<file path="src/rtl/rd_ctrl_if.sv">
// Read-controller bundle: processor read port, access-list lookup, line fill,
// line-memory read and the read/write hazard status exchange.
interface rd_ctrl_if #(
  parameter int addr_width = 32,
  parameter int data_width = 32,
  parameter int list_depth = 4,
  parameter int list_width = 32
);
  localparam int TW = $clog2(list_depth);
  localparam int OW = $clog2(list_width);

  logic                  rd_valid;
  logic                  rd_ready;
  logic [addr_width-1:0] rd_addr;
  logic                  rd_resp_valid;
  logic                  rd_resp_ready;
  logic [data_width-1:0] rd_data;

  logic                  acc_req;
  logic [1:0]            acc_cmd;
  logic [addr_width-1:0] acc_index;
  logic [2:0]            acc_status;
  logic [TW-1:0]         return_tag;

  logic [2:0]            proc_status_w;
  logic [addr_width-1:0] proc_addr_w;
  logic [2:0]            proc_status_r;
  logic [addr_width-1:0] proc_addr_r;

  logic                  fetch_req;
  logic [1:0]            fetch_cmd;
  logic [TW-1:0]         fetch_tag;
  logic [addr_width-1:0] fetch_addr;
  logic                  fetch_gnt;
  logic                  fetch_done;

  logic [TW+OW-1:0]      mem_raddr;
  logic                  mem_ren;
  logic                  mem_rvalid;
  logic [data_width-1:0] mem_rdata;

  // the read controller itself
  modport slave (
    input  rd_valid, rd_addr, rd_resp_ready, acc_status, return_tag,
           proc_status_w, proc_addr_w, fetch_gnt, fetch_done, mem_rvalid, mem_rdata,
    output rd_ready, rd_resp_valid, rd_data, acc_req, acc_cmd, acc_index,
           proc_status_r, proc_addr_r, fetch_req, fetch_cmd, fetch_tag, fetch_addr,
           mem_raddr, mem_ren
  );

  // processor, access list, fill engine, line memory and write controller
  modport master (
    output rd_valid, rd_addr, rd_resp_ready, acc_status, return_tag,
           proc_status_w, proc_addr_w, fetch_gnt, fetch_done, mem_rvalid, mem_rdata,
    input  rd_ready, rd_resp_valid, rd_data, acc_req, acc_cmd, acc_index,
           proc_status_r, proc_addr_r, fetch_req, fetch_cmd, fetch_tag, fetch_addr,
           mem_raddr, mem_ren
  );
endinterface

</file>
<file path="src/rtl/rd_ctrl.sv">
// Cache read-side controller: one read in flight, hazard stall against the
// write controller, access-list lookup, optional line fill, word read, response.
module rd_ctrl #(
  parameter int addr_width = 32,
  parameter int data_width = 32,
  parameter int list_depth = 4,
  parameter int list_width = 32
) (
  input  logic        clk,
  input  logic        rst_n,
  rd_ctrl_if.slave    bus
);
  localparam int AW = addr_width;
  localparam int TW = $clog2(list_depth);
  localparam int OW = $clog2(list_width);

  localparam logic [2:0] ACC_HIT  = 3'b001;
  localparam logic [2:0] ACC_MISS = 3'b010;
  localparam logic [2:0] ACC_BUSY = 3'b100;

  // encoding doubles as the published proc_status_r value
  typedef enum logic [2:0] {
    IDLE       = 3'd0,
    HAZ        = 3'd1,
    LOOKUP     = 3'd2,
    FETCH      = 3'd3,
    FETCH_WAIT = 3'd4,
    MEM_RD     = 3'd5,
    MEM_WAIT   = 3'd6,
    RESP       = 3'd7
  } state_e;

  state_e                state_q, state_d;
  logic [AW-1:0]         addr_q, addr_d;
  logic [TW-1:0]         tag_q, tag_d;
  logic [data_width-1:0] data_q, data_d;
  logic                  line_conflict;
  logic                  unused_addr_lo;

  // hazards are tracked per line, so the write offset does not matter
  assign unused_addr_lo = ^bus.proc_addr_w[OW-1:0];
  assign line_conflict  = (bus.proc_status_w != 3'b000) &&
                          (bus.proc_addr_w[AW-1:OW] == addr_q[AW-1:OW]);

  always_comb begin
    state_d = state_q;
    addr_d  = addr_q;
    tag_d   = tag_q;
    data_d  = data_q;
    case (state_q)
      IDLE: begin
        if (bus.rd_valid) begin
          addr_d  = bus.rd_addr;
          state_d = HAZ;
        end
      end
      HAZ: begin
        if (!line_conflict) state_d = LOOKUP;
      end
      LOOKUP: begin
        case (bus.acc_status)
          ACC_HIT: begin
            tag_d   = bus.return_tag;
            state_d = MEM_RD;
          end
          ACC_MISS: begin
            tag_d   = bus.return_tag;
            state_d = FETCH;
          end
          // back off through HAZ so acc_req drops between attempts
          ACC_BUSY: state_d = HAZ;
          default:  state_d = LOOKUP;
        endcase
      end
      FETCH: begin
        if (bus.fetch_gnt) state_d = bus.fetch_done ? MEM_RD : FETCH_WAIT;
      end
      FETCH_WAIT: begin
        if (bus.fetch_done) state_d = MEM_RD;
      end
      MEM_RD: state_d = MEM_WAIT;
      MEM_WAIT: begin
        if (bus.mem_rvalid) begin
          data_d  = bus.mem_rdata;
          state_d = RESP;
        end
      end
      RESP: begin
        if (bus.rd_resp_ready) state_d = IDLE;
      end
      default: state_d = IDLE;
    endcase
  end

  always_ff @(posedge clk) begin
    if (!rst_n) begin
      state_q <= IDLE;
      addr_q  <= '0;
      tag_q   <= '0;
      data_q  <= '0;
    end else begin
      state_q <= state_d;
      addr_q  <= addr_d;
      tag_q   <= tag_d;
      data_q  <= data_d;
    end
  end

  // Moore decode; everything is held at zero while reset is asserted
  always_comb begin
    bus.rd_ready      = 1'b0;
    bus.rd_resp_valid = 1'b0;
    bus.rd_data       = '0;
    bus.acc_req       = 1'b0;
    bus.acc_cmd       = 2'b00;
    bus.acc_index     = '0;
    bus.proc_status_r = 3'b000;
    bus.proc_addr_r   = '0;
    bus.fetch_req     = 1'b0;
    bus.fetch_cmd     = 2'b00;
    bus.fetch_tag     = '0;
    bus.fetch_addr    = '0;
    bus.mem_raddr     = '0;
    bus.mem_ren       = 1'b0;
    if (rst_n) begin
      bus.rd_data       = data_q;
      bus.proc_status_r = state_q;
      if (state_q != IDLE) bus.proc_addr_r = addr_q;
      case (state_q)
        IDLE: bus.rd_ready = 1'b1;
        LOOKUP: begin
          bus.acc_req   = 1'b1;
          bus.acc_cmd   = 2'b01;
          bus.acc_index = AW'(addr_q[AW-1:OW]);
        end
        FETCH: begin
          bus.fetch_req  = 1'b1;
          bus.fetch_cmd  = 2'b01;
          bus.fetch_tag  = tag_q;
          bus.fetch_addr = {addr_q[AW-1:OW], {OW{1'b0}}};
        end
        MEM_RD: begin
          bus.mem_ren   = 1'b1;
          bus.mem_raddr = {tag_q, addr_q[OW-1:0]};
        end
        RESP: bus.rd_resp_valid = 1'b1;
        default: ;
      endcase
    end
  end
endmodule

</file>
<file path="src/flat_wrapper.sv">
// flat-port wrapper written by rule: the top's interface ports become plain ports
module rd_ctrl_flat 
#(
  parameter int addr_width = 32,
  parameter int data_width = 32,
  parameter int list_depth = 4,
  parameter int list_width = 32
)
  (clk, rst_n, bus_rd_valid, bus_rd_addr, bus_rd_resp_ready, bus_acc_status, bus_return_tag, bus_proc_status_w, bus_proc_addr_w, bus_fetch_gnt, bus_fetch_done, bus_mem_rvalid, bus_mem_rdata, bus_rd_ready, bus_rd_resp_valid, bus_rd_data, bus_acc_req, bus_acc_cmd, bus_acc_index, bus_proc_status_r, bus_proc_addr_r, bus_fetch_req, bus_fetch_cmd, bus_fetch_tag, bus_fetch_addr, bus_mem_raddr, bus_mem_ren);
  rd_ctrl_if #(.addr_width(addr_width), .data_width(data_width), .list_depth(list_depth), .list_width(list_width)) bus_i ();
  input  logic clk;
  input  logic rst_n;
  input wire logic [$bits(bus_i.rd_valid)-1:0] bus_rd_valid;
  input wire logic [$bits(bus_i.rd_addr)-1:0] bus_rd_addr;
  input wire logic [$bits(bus_i.rd_resp_ready)-1:0] bus_rd_resp_ready;
  input wire logic [$bits(bus_i.acc_status)-1:0] bus_acc_status;
  input wire logic [$bits(bus_i.return_tag)-1:0] bus_return_tag;
  input wire logic [$bits(bus_i.proc_status_w)-1:0] bus_proc_status_w;
  input wire logic [$bits(bus_i.proc_addr_w)-1:0] bus_proc_addr_w;
  input wire logic [$bits(bus_i.fetch_gnt)-1:0] bus_fetch_gnt;
  input wire logic [$bits(bus_i.fetch_done)-1:0] bus_fetch_done;
  input wire logic [$bits(bus_i.mem_rvalid)-1:0] bus_mem_rvalid;
  input wire logic [$bits(bus_i.mem_rdata)-1:0] bus_mem_rdata;
  output wire logic [$bits(bus_i.rd_ready)-1:0] bus_rd_ready;
  output wire logic [$bits(bus_i.rd_resp_valid)-1:0] bus_rd_resp_valid;
  output wire logic [$bits(bus_i.rd_data)-1:0] bus_rd_data;
  output wire logic [$bits(bus_i.acc_req)-1:0] bus_acc_req;
  output wire logic [$bits(bus_i.acc_cmd)-1:0] bus_acc_cmd;
  output wire logic [$bits(bus_i.acc_index)-1:0] bus_acc_index;
  output wire logic [$bits(bus_i.proc_status_r)-1:0] bus_proc_status_r;
  output wire logic [$bits(bus_i.proc_addr_r)-1:0] bus_proc_addr_r;
  output wire logic [$bits(bus_i.fetch_req)-1:0] bus_fetch_req;
  output wire logic [$bits(bus_i.fetch_cmd)-1:0] bus_fetch_cmd;
  output wire logic [$bits(bus_i.fetch_tag)-1:0] bus_fetch_tag;
  output wire logic [$bits(bus_i.fetch_addr)-1:0] bus_fetch_addr;
  output wire logic [$bits(bus_i.mem_raddr)-1:0] bus_mem_raddr;
  output wire logic [$bits(bus_i.mem_ren)-1:0] bus_mem_ren;
  assign bus_i.rd_valid = bus_rd_valid;
  assign bus_i.rd_addr = bus_rd_addr;
  assign bus_i.rd_resp_ready = bus_rd_resp_ready;
  assign bus_i.acc_status = bus_acc_status;
  assign bus_i.return_tag = bus_return_tag;
  assign bus_i.proc_status_w = bus_proc_status_w;
  assign bus_i.proc_addr_w = bus_proc_addr_w;
  assign bus_i.fetch_gnt = bus_fetch_gnt;
  assign bus_i.fetch_done = bus_fetch_done;
  assign bus_i.mem_rvalid = bus_mem_rvalid;
  assign bus_i.mem_rdata = bus_mem_rdata;
  assign bus_rd_ready = bus_i.rd_ready;
  assign bus_rd_resp_valid = bus_i.rd_resp_valid;
  assign bus_rd_data = bus_i.rd_data;
  assign bus_acc_req = bus_i.acc_req;
  assign bus_acc_cmd = bus_i.acc_cmd;
  assign bus_acc_index = bus_i.acc_index;
  assign bus_proc_status_r = bus_i.proc_status_r;
  assign bus_proc_addr_r = bus_i.proc_addr_r;
  assign bus_fetch_req = bus_i.fetch_req;
  assign bus_fetch_cmd = bus_i.fetch_cmd;
  assign bus_fetch_tag = bus_i.fetch_tag;
  assign bus_fetch_addr = bus_i.fetch_addr;
  assign bus_mem_raddr = bus_i.mem_raddr;
  assign bus_mem_ren = bus_i.mem_ren;
  rd_ctrl #(.addr_width(addr_width), .data_width(data_width), .list_depth(list_depth), .list_width(list_width)) u_core (.clk(clk), .rst_n(rst_n), .bus(bus_i));
endmodule
</file>
<file path="config.mk">
export PLATFORM = sky130hd
export DESIGN_NAME = rd_ctrl_flat
export DESIGN_NICKNAME = d
export VERILOG_FILES = /design/src/rtl/rd_ctrl_if.sv /design/src/rtl/rd_ctrl.sv /design/src/flat_wrapper.sv
export SDC_FILE = /design/constraint.sdc
export NUM_CORES = 1
export LEC_CHECK = 0
export CORE_MARGIN = 2
export CORE_UTILIZATION = 40
export CTS_CLUSTER_DIAMETER = 60
export DETAILED_ROUTE_END_ITERATION = 10
export PLACE_DENSITY = 0.87
export SLEW_MARGIN = 20
export SYNTH_ARGS = -nofsm -noshare
export SYNTH_HDL_FRONTEND = slang
export SYNTH_SLANG_ARGS = --single-unit
</file>
<file path="constraint.sdc">
create_clock -name clk -period 3.1 [get_ports clk]
set_input_delay 0.31 -clock clk [delete_from_list [all_inputs] [get_ports clk]]
set_output_delay 0.31 -clock clk [all_outputs]
set_load 0.05 [all_outputs]
</file>
==> results_dict.tcl <==
set metrics [dict create \
    status "complete, no violations" \
    timing.hold.ws_ps 448.5 \
    antenna_found_initial 0 \
    netlist-cell-type-count 42 \
    routed_wl_microns 16010 \
    fin_ws_ps 386.2 \
    layout.nets 864 \
    finalSetupViolCount 0 \
    path_cells "nand2_1, nor2_2, clkdlybuf4s50_1" \
    hold_violations 0 \
    dr_total_vias 4420 \
    ys_seq_area_frac 0.3369 \
    cts_hold_buf 0 \
    period_share 0.8754 \
    busiest_layer "met2" \
    std_cell_rows 36 \
    ir_worst_vdd_mv 0.2251 \
    grt_use_met1 0.3065 \
    grt_pass1_vias 4347 \
    cts_max_level 3 \
    fillerInstances 628 \
    clk_latency_ps 350 \
    post_drt_wl_per_cell_microns 17.97 \
    synth.top_cells.by_area "dfxtp_1 (34%), and2_1 (20%), nand2_1 (13%)" \
    cts_setup_buffers 0 \
    grt_use_met3 0.08101 \
    finalMaxSlewViolations 0 \
    max_stage_delay_ps 870 \
    crit_slowest_cell "clkdlybuf4s50_1" \
    switching_power_uw 1083 \
    cts_resized 0 \
    cp-start-kind "flip-flop" \
    fin_crit_ps 2714 \
    ys_ff_latch 69 \
    synth_top_area_frac 0.3369 \
    fp.dieW_microns 105.2 \
    syn-cell-area_sq_mm 0.004100 \
    powerDensity_mw_per_mm2 384.1 \
    cts_buffer_depth 2 \
    start_util 0.4157 \
    power_uw 2894 \
    vias_per_cell 4.961 \
    drtIter0Drc 241 \
    syn2layout_area_growth_pct 83.74 \
    cts_sinks 69 \
    met2_usage 0.5037 \
    synth_top_flop_cell "dfxtp_1" \
    p_comb_frac 0.367 \
    cp.required_ps 2790 \
    sw_frac_of_total 0.3742 \
    synth_edf_count 0 \
    fmax_ghz 0.3685 \
    leakage_uw 0.002972 \
    pre_cts_ws_ps 679.6 \
    dieArea_sq_mm 0.01108 \
    hp-class "reg -> reg" \
    grt_usage 0.2824 \
    syn_inst 530 \
    grt_pass1_wl_microns 24520 \
    core_area_sq_mm 0.009864 \
    crit_family "buffers and inverters" \
    pwr-share-clk 0.260 \
    async_reset_ff_frac 0 \
    crit_arrival_ps 2400 \
    seq_power_share 0.373 \
    n_antenna_cell 0 \
    cts_buffers 9 \
    max_slew.worst_pin.slew_ps 692.0 \
    max-cap-violations 0 \
    p_int_uw 1811 \
    drive_gt1_frac 0.1847 \
    grt_max_degree 74 \
    slew_headroom 0.5344 \
    hpwl_microns 12330 \
    port_buffers 242 \
    drtPass1Iterations 6 \
    finClkSkew_ps 10.14 \
    yosys_warnings 0 \
    cts_tree "done" \
    root_buffer "clkbuf_8" \
    clkTransAtPathRegs_ps 80 \
    tns_ps 0 \
    syn_area_per_cell_sq_um 7.736 \
    rsz0062_at_grt "no" \
    ios 260 \
    die_h_microns 105.2 \
    yosysTopAreaCell "dfxtp_1" \
    crit_type "reg -> out" \
    cp_max_fo 19 \
    cp-end-kind "output pin" \
    antenna_left 0 \
    grt-ovfl-total 0 \
    path_buf_inv 1 \
    gp_congestion 0.9302 \
    drc 0 \
]
## registers in the layout (all words and copies together), names as in the netlist
signal,flops
u_core.addr_q,32
u_core.state_q,3
u_core.tag_q,2
u_core.data_q,32
## final cells by class
type,count,area (sq um),share of cell area
Timing Repair Buffer,252,3321,0.4408
Multi-Input combinational cell,418,2454,0.3257
Sequential cell,69,1381,0.1834
Tap cell,133,166.4,0.02209
Clock buffer,10,137.6,0.01827
Clock inverter,6,62.56,0.008304
Inverter,3,11.26,0.001495
## per-stage QoR
step                      instance area, sq um  std cells  utilization
after floorplan                           4141        541            -
after global placement                    7333        875       0.7434
after detailed placement                  7333        875       0.7434
after CTS                                 7533        891       0.7637
after global routing                      7533        891       0.7637
final                                     7533        891       0.7637
## kinds of logic after synthesis
logic type,synth area share
xor gates and xnor gates,0.06195
muxes,0.007629
DFF,0.3369
AOI/OAI and AO/OA,0.1376
and+or+nand+nor,0.3784
buffers and inverters,0.07659
other,0.0009146
## metal layers
metal,up-vias,share of wire
met2,226,0.50
li1,2103,-
met3,50,0.081
met5,-,0
met1,2041,0.37
met4,0,0.045
## cells in the final DEF, fill, tap and decap left out, drive strengths merged, types with 2 or more instances in the layout
cell / Yosys / layout
o21ai: 4 / 4
nand4: 3 / 3
a21boi: 64 / 64
clkdlybuf4s50: 0 / 142
and2: 131 / 131
nor4: 7 / 7
clkinvlp: 0 / 3
dfxtp: 69 / 69
buf: 28 / 110
mux2i: 2 / 2
conb: 1 / 12
nand2: 137 / 137
xor2: 28 / 28
nor2: 6 / 6
clkbuf: 23 / 10
a21oi: 2 / 2
nor2b: 3 / 3
clkinv: 0 / 2
nor3: 5 / 5
inv: 3 / 3
## tightest hold or removal path, cell delays in order (launching register included)
cell and delay [ps]:
dfxtp_1 310, nand2_1 50, a21boi_1 50
## power groups by stage
stage	Clock, uW	Sequential [uW]	Combinational [uW]
after floorplan	0	1040	653
after global placement	0	1090	1020
after detailed placement	0	1100	1050
after CTS	769	1080	1060
after global routing	803	1090	1120
final	752	1080	1060
## path summary, 6_finish.rpt
path / from / end / slack [ps] / cells past startpoint
worst max-delay path: u_core.state_q[0]$_SDFFE_PN0P_ / bus_mem_ren / 390 / 3
worst min-delay path: u_core.data_q[16]$_SDFFE_PN0P_ / u_core.data_q[16]$_SDFFE_PN0P_ / 450 / 2
worst max register to register: u_core.state_q[0]$_SDFFE_PN0P_ / u_core.addr_q[25]$_SDFFE_PN0P_ / 980 / 5
worst min register to register: u_core.data_q[16]$_SDFFE_PN0P_ / u_core.data_q[16]$_SDFFE_PN0P_ / 450 / 2
## cells in the mapped netlist, types with 2 or more instances
library cell	number
a21boi_0	29
a21boi_1	35
a21oi_1	2
and2_1	128
and2_2	3
buf_2	7
buf_4	18
buf_6	2
clkbuf_1	21
clkbuf_8	2
dfxtp_1	69
inv_1	3
mux2i_1	2
nand2_1	137
nand4_1	3
nor2_1	5
nor2b_1	3
nor3_1	3
nor3_2	2
nor4_1	5
nor4_2	2
o21ai_0	2
xor2_1	28
(Power assumes the default switching activity.)
